==> config.mk <==
export PLATFORM = sky130hd
export DESIGN_NAME = cargador_entradas
export DESIGN_NICKNAME = d
export VERILOG_FILES = /design/src/rtl/cargador_entradas.sv
export SDC_FILE = /design/constraint.sdc
export NUM_CORES = 1
export LEC_CHECK = 0
export CORE_ASPECT_RATIO = 0.7
export CORE_MARGIN = 3
export CORE_UTILIZATION = 50
export CTS_CLUSTER_SIZE = 20
export DETAILED_ROUTE_END_ITERATION = 16
export GPL_ROUTABILITY_DRIVEN = 0
export PLACE_DENSITY_LB_ADDON = 0.15
export REMOVE_ABC_BUFFERS = 1
export SYNTH_ARGS = -nofsm -noshare
export SYNTH_HDL_FRONTEND = slang
export SYNTH_SLANG_ARGS = --single-unit
==> constraint.sdc <==
create_clock -name clk -period 2.1 [get_ports clk]
set_input_delay 0.42 -clock clk [delete_from_list [all_inputs] [get_ports clk]]
set_output_delay 0.42 -clock clk [all_outputs]
set_load 0.005 [all_outputs]
==> src/rtl/cargador_entradas.sv <==
// Purpose : write end of the 4-entry work buffer; loads (bounty, target) batches from the host.
// Latency : final accept at edge t -> listo/num_entradas from t+1; read port is zero-cycle.
// Backpressure: in_ready is high only while loading (CARGA); the host must hold data while listo.
//
// Ports:
//   clk, reset                  clock and synchronous active-high reset
//   in_valid/in_ready           host entry handshake; bounty_in, target_in, last_in carry the entry
//   rd_ptr -> bounty, target    combinational read of the stored entry
//   num_entradas                index of the last stored entry (count - 1)
//   listo                       batch loaded, engine may start
//   fin                         output stage done (level); its rising edge re-arms the loader
module cargador_entradas #(
    parameter int BOUNTY_W = 24,
    parameter int TARGET_W = 8
) (
    input  logic                clk,
    input  logic                reset,
    input  logic                in_valid,
    output logic                in_ready,
    input  logic [BOUNTY_W-1:0] bounty_in,
    input  logic [TARGET_W-1:0] target_in,
    input  logic                last_in,
    input  logic [1:0]          rd_ptr,
    output logic [BOUNTY_W-1:0] bounty,
    output logic [TARGET_W-1:0] target,
    output logic [1:0]          num_entradas,
    output logic                listo,
    input  logic                fin
);

    typedef struct packed {
        logic [BOUNTY_W-1:0] bounty;
        logic [TARGET_W-1:0] target;
    } entry_t;

    typedef enum logic {
        CARGA = 1'b0,
        LISTO = 1'b1
    } state_t;

    state_t      state;
    state_t      state_nxt;
    logic [1:0]  wr_ptr;
    logic        fin_q;
    entry_t      mem [4];

    logic        accept;
    logic        close_batch;
    logic        fin_rise;

    assign accept      = in_valid & in_ready;
    // Slot 3 always closes the batch, so the buffer can never overflow.
    assign close_batch = accept & (last_in | (wr_ptr == 2'd3));
    // Edge-detect so a fin level left high from the previous batch cannot re-arm twice.
    assign fin_rise    = fin & ~fin_q;

    // Handshake outputs come from the registered state only.
    always_comb begin
        state_nxt = state;
        in_ready  = 1'b0;
        listo     = 1'b0;
        case (state)
            CARGA: begin
                in_ready = 1'b1;
                if (close_batch) begin
                    state_nxt = LISTO;
                end
            end
            LISTO: begin
                listo = 1'b1;
                if (fin_rise) begin
                    state_nxt = CARGA;
                end
            end
            default: state_nxt = CARGA;
        endcase
    end

    always_ff @(posedge clk) begin
        if (reset) begin
            state        <= CARGA;
            wr_ptr       <= 2'd0;
            num_entradas <= 2'd0;
            fin_q        <= 1'b0;
            for (int i = 0; i < 4; i++) begin
                mem[i] <= '0;
            end
        end else begin
            state <= state_nxt;
            fin_q <= fin;
            if (accept) begin
                mem[wr_ptr] <= '{bounty: bounty_in, target: target_in};
                if (close_batch) begin
                    num_entradas <= wr_ptr;
                    wr_ptr       <= 2'd0;
                end else begin
                    wr_ptr       <= wr_ptr + 2'd1;
                end
            end
        end
    end

    assign bounty = mem[rd_ptr].bounty;
    assign target = mem[rd_ptr].target;

endmodule

==> flow_summary_export.csv, run 1 <==
group,metric,value,unit
run_status,status,"completed",
layout,layout-drive-gt1-share,20.6,%
critical_path,path_max_fanout,9,
critical_path,path_class,"input pin to output port",
timing,relSlewSlack,55.6,%
synthesis,synth_cell_types,24,
critical_path,cp.required,1.68,ns
global_routing,overflow,0,
global_routing,grt_pass1_vias,3336,
flow_run,drv_cap,0,
critical_path,setup.worst_path.end_class,"output port",
timing,setup_viol,0,
timing,tightest_slew,0.665,ns
timing,period_share,97.2,%
timing,fin_crit,2.04,ns
place,io_buffer_count,74,
floorplanning,coreArea,0.0112,mm^2
detailed_routing,wire_per_inst,19.5,um
cts,cts_hold_buf,0,
detailed_routing,vias_per_cell,5.28,
timing,hold_viol,0,
place,dp_hpwl,7.07,mm
detailed_routing,drt_iter0_drc,190,
worst_hold_path,hp-class,"register to register",
floorplanning,dieArea,0.0130,mm^2
power,clock_power_share,42.7,%
detailed_routing,postRouteAntennaNets,0,
critical_path,crit_chain,"buf_6, buf_12, buf_4, mux4_2, dlygate4sd2_1",
synthesis,synth_seq_cells,134,
worst_hold_path,min_to,"num_entradas[1]",
synthesis,syn_avg_cell_area,16.9,um^2
synthesis,ys_warn_count,0,
timing,slew_violations,0,
floorplanning,die_h,96.3,um
power,p_switching,1340,uW
detailed_routing,drtPass1Iterations,5,
worst_hold_path,hold_depth,2,
power,p_leak,0.00284,uW
layout,syn2layout_area_growth,28.1,%
synthesis,postSynth.asyncResetShare,0,%
global_routing,antenna_found_initial,0,
cts,cts_buffer_depth,2,
layout,multi_input_area,0.00173,mm^2
power,vdd_drop_max,0.638,mV
critical_path,r2r-end,"mem[1][11]",
critical_path,r2r_start,"state",
layout,num-nets-final,484,
layout,layout_common_cells,"and2_1, edfxtp_1, clkdlybuf4s50_1",
layout,nFillCells,811,
critical_path,r2r_slack,0.41,ns
timing,skew,0.00553,ns
global_routing,grt_max_degree,33,
layout,regArea,0.00396,mm^2
cts,cts_sinks,134,
synthesis,synth_ff_type,"edfxtp_1",
cts,clockRootBuffer,"clkbuf_16",
critical_path,slowest_stage,"mux4_2",
critical_path,max_stage_delay,0.50,ns
detailed_routing,vias,3221,
floorplanning,io_pins,75,
critical_path,start_kind,"input pin",
cts,cts_made_buffers,17,
global_routing,grt_pass1_wl,18.6,mm
synthesis,syn-instance-count,345,
critical_path,worstRegToRegCells,4,
cts,cts_tree,"built",
layout,fin_util,66.6,%
global_routing,grt_usage,20.1,%
floorplanning,chipWidth,135,um
critical_path,cp.arrival,1.62,ns
synthesis,synth_edf_count,128,
synthesis,seq_area_frac_synth,68.0,%
layout,n_antenna_cell,0,
cts,clk_latency,0.41,ns
floorplanning,initial_core_util,52.0,%
floorplanning,placement_rows,32,
power,seq_power_share,48.3,%
cts,h-tree-depth,4,
timing,finalSetupTns,0,ns
synthesis,netlist_area,0.00583,mm^2
power,p_comb_share,9.0,%
detailed_routing,drc,0,
power,intPower,5110,uW
power,p_total,6450,uW
worst_hold_path,hold_start,"num_entradas[1]",
power,pwr_density_cell,864,mW/mm^2
cts,clkTransAtPathRegs,0.05,ns
power,switching_share,20.7,%
detailed_routing,drt-total-wl,11.9,mm
timing,rsz0062_at_grt,"false",
timing,fmax,0.490,GHz
[metal layers]
metal | part of all wire (%) | up-vias | wire length, um | track usage, %
li1 | - | 1484 | - | -
met1 | 43 | 1620 | 5130 | 25.5
met3 | 6.0 | 12 | 711 | 6.37
met4 | 1.2 | 0 | 144 | 7.47
met2 | 50 | 105 | 5890 | 32.9
met5 | 0 | - | 0 | 0
[worst max-delay path: cells and delay by family]
family                 cells  cell delay (ns)
muxes                      1             0.50
buffers and inverters      4             0.69
[sequential cells by signal, indices dropped and copies added, names as in the netlist]
name          cells
mem             128
num_entradas      2
wr_ptr            2
state             1
fin_q             1
[power groups by stage]
stage	registers [uW]	logic [uW]	clock network, uW
after floorplan	3160	232	0
after global placement	3170	607	0
after detailed placement	3170	613	0
after CTS	3120	590	2800
after global routing	3130	626	2940
final	3120	580	2760
[repair_timing]
action                                  in CTS  in global routing
endpoints found under the setup margin      32                  0
setup buffers                                3                  0
gates resized for setup                     38                  0
[area by class of cell]
class / count / area share [%]
Clock inverter: 13 / 1.52
Timing Repair Buffer: 100 / 13.7
Multi-Input combinational cell: 189 / 23.2
Tap cell: 153 / 2.56
Inverter: 2 / 0.101
Sequential cell: 134 / 53.1
Clock buffer: 19 / 5.80
[cell usage after synthesis, types with 2 or more instances]
| cell | n | area [um^2] |
|---|---|---|
| clkbuf_1 | 7 | 26.3 |
| o21ai_0 | 4 | 20.0 |
| mux4_2 | 32 | 721 |
| dfxtp_1 | 6 | 120 |
| nand2_1 | 2 | 7.51 |
| clkbuf_2 | 3 | 15.0 |
| nor2_1 | 3 | 11.3 |
| nor3b_4 | 2 | 37.5 |
| nand3b_1 | 3 | 22.5 |
| and2_1 | 128 | 801 |
| edfxtp_1 | 128 | 3840 |
| a21oi_1 | 5 | 25.0 |
| or2_2 | 3 | 18.8 |
| buf_6 | 6 | 67.6 |
| inv_1 | 2 | 7.51 |
| buf_2 | 3 | 15.0 |
[metrics by stage]
stage | setup WS, ns | instances | instance area (um^2) | hold slack [ns]
6_report | 0.0596 | 610 | 7470 | 0.476
5_1_grt | 0.00232 | 610 | 7470 | 0.509
4_1_cts | 0.0449 | 610 | 7470 | 0.477
3_5_place_dp | -0.148 | 574 | 6890 | 0.468
3_3_place_gp | -0.137 | 574 | 6890 | 0.464
2_1_floorplan | -0.215 | 325 | 5700 | 0.464
[cells by family after synthesis]
kind of cell,Yosys count,share of synthesized area (%)
mux,32,12.4
simple gates,146,16.2
buf+inv,22,2.32
fa+ha+maj,1,0.215
compound gates,10,0.923
flops,134,68.0
[how the worst max path moves through the flow]
| stage | start | end | slack, ns | cells past startpoint |
|---|---|---|---|---|
| floorplan | reset | mem[1][0] | -0.22 | 3 |
| global route | rd_ptr[0] | bounty[19] | 0.002 | 5 |
| CTS | rd_ptr[0] | bounty[15] | 0.04 | 5 |
| finish | rd_ptr[0] | bounty[19] | 0.06 | 5 |
| global placement | rd_ptr[0] | bounty[14] | -0.14 | 4 |
| detailed placement | in_valid | mem[1][21] | -0.15 | 5 |
No activity file was read; power rests on OpenSTA's default activity.
==> run 2: changes to the inputs <==
Settings changed: CORE_UTILIZATION 50 to 55.
Clock period 2.1 ns to 2.2 ns, I/O delays scaled along.
==> run 2 against run 1 <==
Clock-buffer cell count decreased by 1. Global-route usage increased by 2.1 points. Setup slack got worse by 0.016 ns. Combinational power decreased by 2%. Worst hold slack improved by 0.010 ns. Utilization increased by 8.1 points. Critical path depth decreased by 1. Die area decreased by 8.6%. Total power decreased by 3.6%. Clock skew about the same. Critical path type unchanged. First-iteration DRC count increased by 29%. Sequential power decreased by 4%.
==> flow_summary_export.csv, run 2 (synthesis gave the netlist of run 1 again) <==
group,metric,value,unit
power,vdd_drop_max,0.643,mV
layout,top_register,"mem",
power,p_switching,1310,uW
floorplanning,chipWidth,129,um
power,intPower,4910,uW
critical_path,r2r-end,"mem[2][24]",
critical_path,r2r_start,"state",
place,place_inst,549,
cts,h-tree-depth,4,
layout,num-nets-final,481,
timing,period_share,98.0,%
power,p_leak,0.00297,uW
layout,top_regs,"mem (128), num_entradas (2), wr_ptr (2)",
timing,fmax,0.464,GHz
power,switching_share,21.1,%
global_routing,grt_pass1_vias,3510,
detailed_routing,vias,3204,
detailed_routing,vias_per_cell,5.51,
layout,nFillCells,599,
critical_path,cp.arrival,1.72,ns
global_routing,overflow,0,
floorplanning,placement_rows,30,
layout,fin_area,0.00748,mm^2
global_routing,grt_usage,22.2,%
cts,cts_buffer_depth,2,
timing,tightest_slew,0.372,ns
timing,slew_violations,0,
power,clock_power_share,43.0,%
timing,fin_hold_ws,0.486,ns
global_routing,antenna_found_initial,0,
power,seq_power_share,47.9,%
timing,setup_viol,0,
global_routing,grt_max_degree,33,
place,placed_cell_area,0.00684,mm^2
floorplanning,io_pins,75,
floorplanning,die_h,92.1,um
worst_hold_path,hp-class,"register to register",
floorplanning,initial_core_util,58.2,%
critical_path,start_kind,"input pin",
layout,final_cells,582,
critical_path,cp-startpoint,"rd_ptr[0]",
cts,cts_sinks,134,
critical_path,cp.required,1.76,ns
critical_path,path_max_fanout,6,
detailed_routing,drt-total-wl,12.0,mm
timing,skew,0.00577,ns
timing,layout_setup_ws,0.0438,ns
cts,cts_hold_buf,0,
critical_path,endpoint,"target[0]",
layout,n_antenna_cell,0,
cts,clk_latency,0.41,ns
cts,cts_tree,"built",
cts,postCtsSetupBuffers,0,
power,p_total,6220,uW
detailed_routing,postRouteAntennaNets,0,
place,dp_hpwl,7.13,mm
detailed_routing,drtPass1Iterations,5,
layout,layout-drive-gt1-share,20.9,%
layout,layout_common_cells,"and2_1, edfxtp_1, clkdlybuf4s50_1",
global_routing,grt_pass1_wl,19.1,mm
timing,rsz0062_at_grt,"false",
cts,cts_made_buffers,17,
critical_path,setup.worst_path.end_class,"output port",
cts,clockRootBuffer,"clkbuf_16",
detailed_routing,wire_per_inst,20.6,um
layout,syn2layout_area_growth,28.4,%
critical_path,worstRegToRegCells,4,
floorplanning,dieArea,0.0119,mm^2
critical_path,r2r_slack,0.49,ns
detailed_routing,drt_iter0_drc,246,
flow_run,drv_cap,0,
power,p_comb_share,9.1,%
layout,largest_reg_flops,128,
place,io_buffer_count,74,
power,pwr_density_cell,831,mW/mm^2
place,dpl_worst_slack,-0.0702,ns
timing,relSlewSlack,75.2,%
floorplanning,coreArea,0.0100,mm^2
critical_path,path_class,"input pin to output port",
cts,clkTransAtPathRegs,0.06,ns
run_status,status,"completed",
timing,fin_crit,2.16,ns
detailed_routing,drc,0,
timing,hold_viol,0,
[run 2: changes by cell type in the layout (fill, tap and decap cells not counted), moves of 3 or more]
cell             previous run  this run
clkinv_1                    5         2
dlygate4sd2_1              32         6
clkdlybuf4s50_1            40        49
buf_12                      9         6
dlymetal6s2s_1              0        17
buf_4                      16        13
[run 2: stage by stage]
stage                     util (%)  TNS (ns)
final                         74.7         0
after detailed placement      68.2     -6.67
after global routing          74.7         0
after global placement        68.2     -2.52
after floorplan                  -     -9.32
after CTS                     74.1   -0.0384
[run 2: layer usage]
layer  wire, um  track usage, %  share of wire, %  vias to the layer above
met5          0               0                 0                        -
met4        134            8.13               1.1                        0
met3        843            6.40               7.0                       13
met2       5970            35.5                50                      124
met1       5040            29.2                42                     1600
li1           -               -                 -                     1467
[run 2: what timing repair did]
item,in CTS,in global routing
hold endpoints to repair,0,0
endpoints found under the setup margin,32,20
cloned,1,0
gates resized for setup,10,20
[run 2: layout make-up]
cell class | count | area, um^2 | share of cell area, %
Sequential cell | 134 | 3960 | 53.0
Multi-Input combinational cell | 189 | 1730 | 23.2
Timing Repair Buffer | 97 | 1050 | 14.1
Clock buffer | 18 | 429 | 5.73
Tap cell | 128 | 160 | 2.14
Clock inverter | 14 | 135 | 1.81
Inverter | 2 | 7.51 | 0.100
[run 2: how the worst min path moves through the flow]
stage	endpoint	cells past startpoint	start	slack (ns)
2_1_floorplan	num_entradas[0]	2	num_entradas[0]	0.46
3_3_place_gp	num_entradas[0]	2	num_entradas[0]	0.47
3_5_place_dp	num_entradas[1]	2	num_entradas[1]	0.47
4_1_cts	num_entradas[1]	2	num_entradas[1]	0.48
5_1_grt	num_entradas[1]	2	num_entradas[1]	0.53
6_report	num_entradas[1]	2	num_entradas[1]	0.49
[run 2: critical path: stages]
cell             delay, ns
buf_6                 0.14
buf_6                 0.16
mux4_2                0.50
clkdlybuf4s50_1       0.46
[run 2: power groups by stage]
stage | sequential [uW] | combinational [uW] | clock, uW
floorplan | 3010 | 222 | 0
global placement | 3020 | 568 | 0
detailed placement | 3030 | 575 | 0
CTS | 2980 | 582 | 2710
global route | 2990 | 609 | 2830
finish | 2980 | 566 | 2680
==> run 3: changes to the inputs <==
--- a/config.mk
+++ b/config.mk
@@ -12,4 +12,5 @@
 export DETAILED_ROUTE_END_ITERATION = 16
 export GPL_ROUTABILITY_DRIVEN = 0
+export HOLD_SLACK_MARGIN = 0.03
 export PLACE_DENSITY_LB_ADDON = 0.15
 export REMOVE_ABC_BUFFERS = 1
==> constraint.sdc (replaced) <==
create_clock -name clk -period 2.2 [get_ports clk]
set_input_delay 0.44 -clock clk [delete_from_list [all_inputs] [get_ports clk]]
set_output_delay 0.44 -clock clk [all_outputs]
set_load 0.1 [all_outputs]
==> run 3 against run 2 <==
Register-to-register slack lost 0.10 ns. Combinational power grew 110%. Fmax grew 5.7%. Clock-buffer cell count increased by 1. Die area did not move. Non-clock buffer count did not move. First-iteration DRC count rose by 13%. Via count decreased by 0.16%. Total power increased by 12%. Setup slack improved by 0.12 ns.
==> flow_summary_export.csv, run 3 (synthesis gave the netlist of run 1 again) <==
group,metric,value,unit
run_status,status,"completed",
power,intPower,5170,uW
place,dp_hpwl,7.41,mm
layout,num-nets-final,481,
global_routing,grt_util_met3,6.64,%
power,pwr_density_cell,899,mW/mm^2
worst_hold_path,hp-class,"register to register",
layout,layout_common_cells,"and2_1, edfxtp_1, buf_12",
timing,relSlewSlack,37.5,%
detailed_routing,wire_per_inst,20.1,um
power,vdd_drop_max,0.624,mV
cts,clk_latency,0.41,ns
global_routing,grt_max_degree,33,
cts,cts_tree,"built",
critical_path,path_class,"input pin to output port",
critical_path,max_stage_delay,0.59,ns
critical_path,cp.required,1.76,ns
layout,syn2layout_area_growth,32.8,%
critical_path,cp_num_cells,4,
global_routing,grt.met1_usage,27.0,%
place,place_inst,550,
power,switching_share,25.7,%
global_routing,grt_usage,21.3,%
critical_path,crit_chain,"buf_2, buf_4, mux4_2, buf_12",
timing,hold_viol,0,
global_routing,antenna_found_initial,0,
flow_run,drv_cap,0,
detailed_routing,drc,0,
cts,clockRootBuffer,"clkbuf_16",
layout,n_antenna_cell,0,
detailed_routing,drt-total-wl,11.7,mm
critical_path,worstRegToRegCells,4,
cts,h-tree-depth,4,
power,p_switching,1790,uW
detailed_routing,drt_iter0_drc,278,
global_routing,busiest_layer,"met2",
timing,period_share,92.7,%
power,p_total,6960,uW
timing,rsz0062_at_grt,"false",
place,dpl_worst_slack,-0.134,ns
global_routing,overflow,0,
power,clock_power_share,40.3,%
cts,clkTransAtPathRegs,0.06,ns
critical_path,cp.arrival,1.60,ns
power,p_comb_share,17.0,%
detailed_routing,vias_per_cell,5.51,
floorplanning,io_pins,75,
global_routing,grt_pass1_vias,3443,
cts,cts_made_buffers,17,
timing,slew_violations,0,
layout,final_cells,581,
global_routing,grtUsageMet2,35.0,%
floorplanning,dieArea,0.0119,mm^2
layout,top_regs,"mem (128), num_entradas (2), wr_ptr (2)",
floorplanning,initial_core_util,58.2,%
global_routing,grt_pass1_wl,18.3,mm
floorplanning,coreArea,0.0100,mm^2
detailed_routing,postRouteAntennaNets,0,
timing,tightest_slew,0.936,ns
timing,fin_crit,2.04,ns
critical_path,path_max_fanout,11,
floorplanning,placement_rows,30,
cts,cts_buffer_depth,2,
layout,largest_reg_flops,128,
critical_path,path_buf_inv,3,
detailed_routing,vias,3199,
worst_hold_path,hold_depth,2,
timing,layout_setup_ws,0.160,ns
layout,nFillCells,593,
floorplanning,chipWidth,129,um
floorplanning,die_h,92.1,um
critical_path,start_kind,"input pin",
place,io_buffer_count,74,
critical_path,r2r_slack,0.39,ns
detailed_routing,drtPass1Iterations,4,
cts,post_cts_resized,0,
layout,top_register,"mem",
layout,layout-drive-gt1-share,28.7,%
timing,setup_viol,0,
power,p_leak,0.00291,uW
cts,cts_hold_buf,0,
critical_path,slowest_stage,"mux4_2",
power,seq_power_share,42.7,%
critical_path,crit_family,"multiplexers",
timing,fmax,0.490,GHz
cts,cts_sinks,134,
timing,skew,0.00673,ns
critical_path,setup.worst_path.end_class,"output port",
cts,postCtsSetupBuffers,0,
## run 3: changes by cell type in the layout (fill, tap and decap cells not counted), sizes merged
cell	previous run	this run
buf	25	61
clkinv	7	4
bufinv	2	3
clkdlybuf4s50	49	36
clkbuf	18	19
dlygate4sd2	6	0
dlymetal6s2s	17	0
## run 3: final timing paths
kind | start | end
hold reg to reg | num_entradas[1] | num_entradas[1]
hold / removal | num_entradas[1] | num_entradas[1]
setup reg to reg | state | mem[3][10]
setup / recovery | rd_ptr[0] | bounty[18]
## run 3: power by group through the flow
stage	registers [uW]	clock network (uW)	logic (uW)
2_1_floorplan	3020	0	663
3_3_place_gp	3020	0	1180
3_5_place_dp	3030	0	1190
4_1_cts	2980	2840	1190
5_1_grt	2990	2950	1220
6_report	2980	2800	1180
## run 3: layout make-up
type	instances	area, um^2	area share, %
repair buffers	97	1290	16.6
multi-input cells	189	1730	22.4
clock buffers	19	433	5.59
flip-flops and latches	134	3960	51.2
clock inverters	12	155	2.00
inverters	2	7.51	0.0970
well taps	128	160	2.07
## run 3: worst min-delay path: cells and delay by family (launching register included)
| kind | cells | cell delay [ns] |
|---|---|---|
| AOI/OAI and AO/OA | 2 | 0.14 |
| DFF | 1 | 0.31 |
## run 3: per-stage QoR
step                      utilization (%)  cell area (um^2)  hold slack (ns)  TNS (ns)
final                                77.2              7740            0.493         0
after global routing                 77.2              7740            0.521         0
after CTS                            77.2              7740            0.489         0
after detailed placement             71.4              7150            0.481     -8.52
after global placement               71.4              7150            0.463     -3.07
after floorplan                         -              5700            0.504    -47.11
## run 3: metal layers
metal	share of wire, %	routed length, um
met4	1.2	138
met2	50	5840
met3	7.1	833
met5	0	0
met1	42	4890
